$ cat src/rtl/prime_pkg.sv
// Shared definitions for the prime sequencer: the control FSM state encoding
// and the default candidate width.
package prime_pkg;

  localparam int DEFAULT_WIDTH = 5;

  typedef enum logic [2:0] {
    IDLE,
    LOAD,
    DIV,
    CHECK,
    EMIT,
    DONE
  } state_t;

endpackage

$ cat src/rtl/prime_sequencer_if.sv
// Prime output stream: a prime value qualified by a valid/ready handshake.
interface prime_sequencer_if #(parameter int WIDTH = prime_pkg::DEFAULT_WIDTH);

  logic [WIDTH-1:0] prime_out;
  logic             prime_valid;
  logic             prime_ready;

  modport master (output prime_out, output prime_valid, input prime_ready);
  modport slave  (input prime_out, input prime_valid, output prime_ready);

endinterface

$ cat src/rtl/prime_rem_unit.sv
// Restoring remainder unit: one dividend bit per cycle, done pulses WIDTH
// cycles after start with rem = n % d. A new start restarts it.
module prime_rem_unit
  import prime_pkg::*;
#(
  parameter int WIDTH = DEFAULT_WIDTH
) (
  input  logic             clk,
  input  logic             rst,
  input  logic             start,
  input  logic [WIDTH-1:0] n,
  input  logic [WIDTH-1:0] d,
  output logic [WIDTH-1:0] rem,
  output logic             done
);

  localparam int CW = $clog2(WIDTH + 1);

  logic [WIDTH-1:0] shift;
  logic [CW-1:0]    cnt;

  function automatic logic [WIDTH-1:0] rem_step(input logic [WIDTH-1:0] r,
                                                input logic             b,
                                                input logic [WIDTH-1:0] dv);
    logic [WIDTH:0] t;
    t = {r, b};
    if (t >= {1'b0, dv}) t = t - {1'b0, dv};
    return t[WIDTH-1:0];
  endfunction

  // The first bit is consumed on the start edge so the last one lands in
  // time for done to rise exactly WIDTH cycles after start.
  always_ff @(posedge clk) begin
    if (rst) begin
      rem   <= '0;
      shift <= '0;
      cnt   <= '0;
      done  <= 1'b0;
    end else if (start) begin
      rem   <= rem_step('0, n[WIDTH-1], d);
      shift <= n << 1;
      cnt   <= CW'(WIDTH - 1);
      done  <= 1'b0;
    end else if (cnt != '0) begin
      rem   <= rem_step(rem, shift[WIDTH-1], d);
      shift <= shift << 1;
      cnt   <= cnt - 1'b1;
      done  <= (cnt == CW'(1));
    end else begin
      done  <= 1'b0;
    end
  end

endmodule

$ cat src/rtl/prime_sequencer.sv
// Enumerates all primes in [2, 2**WIDTH-1] by trial division and streams
// them on a valid/ready port.
module prime_sequencer
  import prime_pkg::*;
#(
  parameter int WIDTH = DEFAULT_WIDTH
) (
  input  logic                      clk,
  input  logic                      rst,
  input  logic                      start,
  prime_sequencer_if.master         prime_if,
  output logic                      busy,
  output logic                      done,
  output logic [WIDTH-1:0]          count
);

  localparam logic [WIDTH-1:0] MAX_CAND = '1;
  localparam logic [WIDTH-1:0] TWO      = WIDTH'(2);

  state_t           state, state_next;
  logic [WIDTH-1:0] cand, d, rem_q, div_rem, prime_reg;
  logic             div_start, div_done, transfer, d_sq_gt, last_cand;
  logic [2*WIDTH-1:0] d_sq;

  assign d_sq      = {{WIDTH{1'b0}}, d} * {{WIDTH{1'b0}}, d};
  assign d_sq_gt   = d_sq > {{WIDTH{1'b0}}, cand};
  assign last_cand = (cand == MAX_CAND);
  assign transfer  = (state == EMIT) && prime_if.prime_ready;

  prime_rem_unit #(.WIDTH(WIDTH)) u_rem (
    .clk   (clk),
    .rst   (rst),
    .start (div_start),
    .n     (cand),
    .d     (d),
    .rem   (div_rem),
    .done  (div_done)
  );

  always_ff @(posedge clk) begin
    if (rst) state <= IDLE;
    else     state <= state_next;
  end

  always_comb begin
    state_next = state;
    div_start  = 1'b0;
    case (state)
      IDLE, DONE: if (start) state_next = LOAD;
      LOAD: begin
        if (d_sq_gt) begin
          state_next = EMIT;
        end else begin
          div_start  = 1'b1;
          state_next = DIV;
        end
      end
      DIV:   if (div_done) state_next = CHECK;
      CHECK: begin
        if (rem_q == '0) state_next = last_cand ? DONE : LOAD;
        else             state_next = LOAD;
      end
      EMIT:  if (transfer) state_next = last_cand ? DONE : LOAD;
      default: state_next = IDLE;
    endcase
  end

  // Candidate advance compares against the top value first so cand never wraps.
  always_ff @(posedge clk) begin
    if (rst) begin
      cand      <= '0;
      d         <= '0;
      count     <= '0;
      rem_q     <= '0;
      prime_reg <= '0;
    end else begin
      case (state)
        IDLE, DONE: begin
          if (start) begin
            cand  <= TWO;
            d     <= TWO;
            count <= '0;
          end
        end
        LOAD: if (d_sq_gt) prime_reg <= cand;
        DIV:  if (div_done) rem_q <= div_rem;
        CHECK: begin
          if (rem_q == '0) begin
            if (!last_cand) begin
              cand <= cand + 1'b1;
              d    <= TWO;
            end
          end else begin
            d <= d + 1'b1;
          end
        end
        EMIT: begin
          if (transfer) begin
            count <= count + 1'b1;
            if (!last_cand) begin
              cand <= cand + 1'b1;
              d    <= TWO;
            end
          end
        end
        default: ;
      endcase
    end
  end

  assign prime_if.prime_out   = prime_reg;
  assign prime_if.prime_valid = (state == EMIT);
  assign busy                 = (state == LOAD) || (state == DIV) ||
                                (state == CHECK) || (state == EMIT);
  assign done                 = (state == DONE);

endmodule

$ cat src/flat_wrapper.sv
// flat-port wrapper written by rule: the top's interface ports become plain ports
module prime_sequencer_flat import prime_pkg::*;
#(
  parameter int WIDTH = DEFAULT_WIDTH
)
  (clk, rst, start, busy, done, count, prime_if_prime_out, prime_if_prime_valid, prime_if_prime_ready);
  prime_sequencer_if #(.WIDTH(WIDTH)) prime_if_i ();
  input  logic clk;
  input  logic rst;
  input  logic start;
  output logic busy;
  output logic done;
  output logic [WIDTH-1:0] count;
  output wire logic [$bits(prime_if_i.prime_out)-1:0] prime_if_prime_out;
  output wire logic [$bits(prime_if_i.prime_valid)-1:0] prime_if_prime_valid;
  input wire logic [$bits(prime_if_i.prime_ready)-1:0] prime_if_prime_ready;
  assign prime_if_prime_out = prime_if_i.prime_out;
  assign prime_if_prime_valid = prime_if_i.prime_valid;
  assign prime_if_i.prime_ready = prime_if_prime_ready;
  prime_sequencer #(.WIDTH(WIDTH)) u_core (.clk(clk), .rst(rst), .start(start), .prime_if(prime_if_i), .busy(busy), .done(done), .count(count));
endmodule
$ cat config.mk
export PLATFORM = sky130hd
export DESIGN_NAME = prime_sequencer_flat
export DESIGN_NICKNAME = d
export VERILOG_FILES = /design/src/rtl/prime_pkg.sv /design/src/rtl/prime_sequencer_if.sv /design/src/rtl/prime_rem_unit.sv /design/src/rtl/prime_sequencer.sv /design/src/flat_wrapper.sv
export SDC_FILE = /design/constraint.sdc
export NUM_CORES = 1
export LEC_CHECK = 0
export BUFFER_PORTS_ARGS = -buffer_cell sky130_fd_sc_hd__buf_2
export CAP_MARGIN = 10
export CORE_ASPECT_RATIO = 1.2
export CORE_MARGIN = 1
export CORE_UTILIZATION = 33
export CTS_CLUSTER_DIAMETER = 30
export DETAILED_ROUTE_END_ITERATION = 8
export GPL_ROUTABILITY_DRIVEN = 0
export PLACE_DENSITY = 0.5
export SYNTH_ARGS = -nofsm -noshare
export SYNTH_HDL_FRONTEND = slang
export SYNTH_SLANG_ARGS = --single-unit
export TNS_END_PERCENT = 20
$ cat constraint.sdc
create_clock -name clk -period 6.2 [get_ports clk]
set_input_delay 0.62 -clock clk [delete_from_list [all_inputs] [get_ports clk]]
set_output_delay 0.62 -clock clk [all_outputs]
set_load 0.01 [all_outputs]
Word level (Yosys, flattened, before mapping)
Index checks and enable logic that the tools add are counted.
{"block": "totals", "elab_cells": 81, "reg_bits": 41, "output_inout_bits": 13, "input_bits": 4}
{"block": "op_classes", "n_lt_le_gt_ge": 3, "mux": 29, "bitwise_logic": 1, "eq_ne": 11, "multipliers": 1, "reduce_logical": 19, "addsub": 6}
{"operator": "$mux 5", "count": 15}
{"operator": "$pmux 5 s3", "count": 2}
{"operator": "$mux 3", "count": 8}
{"operator": "$add 5x1->5 const B", "count": 3}
{"operator": "$pmux 3 s5", "count": 1}
{"operator": "$gt 10x5->1", "count": 1}
{"operator": "$mul 5x5->10", "count": 1}
{"operator": "$pmux 5 s2", "count": 1}
{"operator": "$reduce_and 3->1", "count": 3}
{"operator": "$eq 3x1->1 const B", "count": 2}
{"operator": "$eq 3x2->1 const B", "count": 2}
{"operator": "$eq 3x3->1 const B", "count": 2}
{"operator": "$ge 6x5->1", "count": 1}
{"operator": "$reduce_bool 3->1", "count": 2}
{"operator": "$eq 5x5->1 const B", "count": 1}
{"operator": "$ge 1x5->1", "count": 1}
{"operator": "$logic_not 5->1", "count": 1}
{"operator": "$sub 1x5->5", "count": 1}
{"operator": "$sub 5x5->5", "count": 1}
{"operator": "$ne 2x1->1 const B", "count": 2}
{"operator": "$ne 2x2->1 const B", "count": 2}
{"operator": "$reduce_and 2->1", "count": 2}
{"operator": "$reduce_and 4->1", "count": 1}
{"operator": "$reduce_bool 2->1", "count": 2}
{"operator": "other kinds (8)", "count": 12}

Logic depth before layout (Yosys ltp)
{"block": "depth", "depth_word": 5, "mapped_depth": 16, "depth_no_buf": 14}

Modules after synthesis
Synthesis repeated with hierarchy kept, for this count alone.
{"block": "hier_totals", "hier_cells": 356, "hier_area_um2": 3051.7}
{"module": "prime_sequencer", "seq_area_each_um2": 560.5, "area_per_inst_um2": 2048.2, "n_inst": 1, "cells_per_inst": 240}
{"module": "prime_rem_unit", "seq_area_each_um2": 260.2, "area_per_inst_um2": 1003.5, "n_inst": 1, "cells_per_inst": 116}

Worst setup path before layout
No wires, ideal clock.
{"block": "synth_path", "path_kind": "reg2reg", "start": "reg u_core.d[2]", "end": "reg u_core.u_rem.shift[2]", "path_buffers": 1, "setup_time_ns": 0.123, "period_less_slack_ns": 4.419, "t_required_ns": 6.077, "arrival_ns": 4.296, "setup_slack_ns": 1.781, "stages_incl_launch_ff": 15, "cell_sequence": "dfxtp_1 -> clkinv_1 -> fa_1 -> fa_1 -> inv_1 -> ha_1 -> a31o_2 -> ha_1 -> nor2_1 -> a21oi_1 -> xor2_1 -> or4_1 -> buf_2 -> nor4_4 -> mux2_1"}
{"block": "synth_between", "elab_chain_len": 5, "word_cells_on_any_way": 6, "classes_between": "mul (1); order compare (1); mux (3); reduce/logical (1)"}
{"item": "start, declared", "line": "prime_sequencer.sv:21", "rtl": "logic [WIDTH-1:0] cand, d, rem_q, div_rem, prime_reg;"}
{"item": "start signal, assigned", "line": "prime_sequencer.sv:94", "rtl": "d <= d + 1'b1;"}
{"item": "$mul 5x5->10 (*)", "line": "prime_sequencer.sv:25", "rtl": "assign d_sq = {{WIDTH{1'b0}}, d} * {{WIDTH{1'b0}}, d};"}
{"item": "$gt 10x5->1 (*)", "line": "prime_sequencer.sv:26", "rtl": "assign d_sq_gt = d_sq > {{WIDTH{1'b0}}, cand};"}
{"item": "$mux 1 (*)", "line": "prime_sequencer.sv:51", "rtl": "if (d_sq_gt) begin"}
{"item": "$mux 1 (*)", "line": "prime_sequencer.sv:48", "rtl": "case (state)"}
{"item": "$mux 5 or $reduce_bool 2->1 (tied branches)"}
{"item": "end signal, assigned", "line": "prime_rem_unit.sv:41", "rtl": "shift <= n << 1;"}
{"item": "end signal, assigned", "line": "prime_rem_unit.sv:46", "rtl": "shift <= shift << 1;"}
{"item": "end, declared", "line": "prime_rem_unit.sv:19", "rtl": "logic [WIDTH-1:0] shift;"}
Mark *: on every way between the ends. The rest lies on a longest branch, timed or not.
A chain may end at the register's enable or synchronous reset.

Worst setup path in the final report
Same ends and word-level chain as after synthesis.

==> impl_metrics.toml <==
[logic_synthesis]
post-synth-top-area-cell = "dfxtp_1"
synth-seq-cells = 41
synthTopCellsByArea = "dfxtp_1 (27%), ha_1 (12%), mux2i_1 (6.7%), nor2_1 (5.5%), a21oi_1 (3.5%)"
syn_area_sq_um = 2999
synth_flop_cell = "dfxtp_1"
synthesis.instances = 366
yosysMostFrequentCell = "nor2_1"
synth-edff-count = 0
ys_types = 55
synth_area_per_cell_sq_um = 8.194
ys_seq_area_share_pct = 27.37
yosysTopAreaCellShare_pct = 27.37
yosysWarnings = 0
synthArstFlopShare_pct = 0
yosys-top-cells-count = "nor2_1 (44), dfxtp_1 (41), ha_1 (29), inv_1 (26), nand2_1 (25)"
syn_nets = 403

[worst_hold_path]
min_path_type = "reg -> reg"

[floorplan]
initial_core_util_pct = 34.46
dieArea_sq_um = 9475
num_rows = 37
io_pins = 17
core_sq_um = 8703
die_x_um = 89.03
die_y_um = 106.4

[sta]
maxSlewViolCount = 0
relSlewSlack_pct = 39.33
setup_viol = 0
holdWs_ns = 0.4911
post-route-min-period_ns = 4.987
fin_setup_tns_ns = 0
rsz0062_at_grt = "no"
worst_pin_slew_ns = 0.9081
max_clock_freq_mhz = 200.5
final_hold_viol_count = 0
finalCritPeriodShare_pct = 80.44
finClkSkew_ns = 0.01525

[cells_and_area]
drive_above_1_share_pct = 9.019
layout.nets = 413
area_growth_pct = 9.011
fin_util_pct = 37.56
num_antenna_cells = 0
nFillCells = 984

[outcome]
status = "finished, final reports clean"

[drt]
drt-total-wl_um = 7035
vias = 2591
drt_iter0_drc = 154
drt-pass1-iter-count = 4
route.detailed.drc = 0
antenna_left = 0
vias_per_cell = 5.245
avgRoutedWirePerCell_um = 14.24

[clock_network]
hold_buffers = 0
clkSlewWorstSetupHoldPaths_ns = 0.10
cts_buffer_depth = 2
root_buffer = "clkbuf_8"
cts_sinks = 41
htreeDepth = 2
numCtsBuffers = 5
post_cts_buffers = 0
cts_tree = "built"
cts_resized = 0
clk_latency_ns = 0.31

[worst_setup_path]
r2r_slack_ns = 1.21
required_ns = 6.41
worst-endpoint-arrival_ns = 5.19
critPathKind = "reg -> reg"
crit_path_max_fanout = 16
end_kind = "flop"
critPathLaunchType = "flop"

[power_and_ir_drop]
powerDensity_nw_per_um2 = 330.9
p_total_w = 0.001082
irDropWorstVdd_mv = 0.1166
p_leak_nw = 1.351

[global_route]
grt_max_degree = 36
grt_pass1_wl_um = 11920
grt-ovfl-total = 0
grt_usage_pct = 16.10
grt_pass1_vias = 2509
antenna_found_initial = 0

[run]
maxCapViolations = 0

[placement]
hpwl_um = 5352
port_buffers = 16
## final cells by class
| type | count | area (sq um) | area share, % |
|---|---|---|---|
| clock buffers | 5 | 68.82 | 2.105 |
| clock inverters | 3 | 25.02 | 0.7654 |
| inverters | 28 | 105.1 | 3.215 |
| multi-input cells | 282 | 2008 | 61.42 |
| flip-flops and latches | 41 | 820.8 | 25.11 |
| well taps | 117 | 146.4 | 4.478 |
| repair buffers | 18 | 95.09 | 2.909 |
## cell usage in the layout (no fill, tap or decap), types with 2 or more instances in the layout
cell type	n
clkinv_1	2
nand4_1	6
a211oi_1	5
and3_1	3
a21o_1	6
o21a_1	2
a21oi_1	21
nand2b_1	8
nand2_1	25
nor2_1	44
o31a_1	2
a211o_1	3
mux2i_1	20
xor2_1	6
buf_2	16
dfxtp_1	41
nor2b_1	5
buf_4	2
inv_1	26
nor3b_1	3
o221ai_1	2
clkbuf_8	5
nor4_1	2
inv_6	2
o211ai_1	3
o31ai_1	3
nand3_1	10
nor3_1	10
xnor2_1	8
nor4b_1	2
o41ai_1	2
a2bb2oi_1	4
fa_1	4
a221oi_1	2
ha_1	29
o21ai_0	15
or4_1	7
mux2_2	2
## power breakdown
group	switching (W)	internal, W
clock network	0.000106	0.0000822
logic	0.000302	0.000223
registers	0.0000633	0.000305
## final timing paths
kind / startpoint / cells past startpoint / endpoint
worst min register to register: u_core.cand[3]$_SDFFE_PP0P_ / 2 / u_core.cand[3]$_SDFFE_PP0P_
worst max-delay path: u_core.d[2]$_SDFFE_PP0P_ / 13 / u_core.u_rem.shift[2]$_SDFFE_PP0P_
worst max register to register: u_core.d[2]$_SDFFE_PP0P_ / 13 / u_core.u_rem.shift[2]$_SDFFE_PP0P_
worst min-delay path: u_core.cand[3]$_SDFFE_PP0P_ / 2 / u_core.cand[3]$_SDFFE_PP0P_
## metal layers
layer,global-route usage (%),up-vias,part of all wire (%)
li1,-,1331,-
met1,20.38,1224,47
met2,27.42,27,50
met3,2.407,9,1.3
met4,5.556,0,1.9
met5,0,-,0
## critical path: stages, from the launching register on
cell      delay (ns)
dfxtp_1         0.43
clkinv_1        0.29
fa_1            0.58
fa_1            0.51
inv_1           0.04
ha_1            0.28
a31o_2          0.25
ha_1            0.35
nor2_1          0.06
a21oi_1         0.24
xor2_1          0.10
or4_1           0.78
nor4_4          0.64
mux2_1          0.37
## kinds of logic (layout without fill, tap and decap cells)
logic type | Yosys count | after routing | synth area share [%]
xor+xnor | 14 | 14 | 4.089
simple gates | 132 | 132 | 22.45
buf+inv | 43 | 54 | 5.674
flops | 41 | 41 | 27.37
fa+ha+maj | 33 | 33 | 14.77
compound gates | 80 | 80 | 17.86
mux | 23 | 23 | 7.801
## state kept, by name (all words and copies together), names as in the netlist
register and count:
u_core.cand 5, u_core.count 5, u_core.d 5, u_core.prime_if.prime_out 5, u_core.rem_q 5, u_core.state 3, u_core.u_rem.cnt 3, u_core.u_rem.done 1
u_core.u_rem.rem 5, u_core.u_rem.shift 4
## stage by stage
step | instances | setup slack (ns) | area (sq um)
3_5_place_dp | 486 | 1.177 | 3176
4_1_cts | 494 | 1.177 | 3269
5_1_grt | 494 | 0.9447 | 3269
6_report | 494 | 1.213 | 3269
3_3_place_gp | 486 | 1.290 | 3176
2_1_floorplan | 366 | 1.781 | 2999
Power figures use the tool's default switching activity.
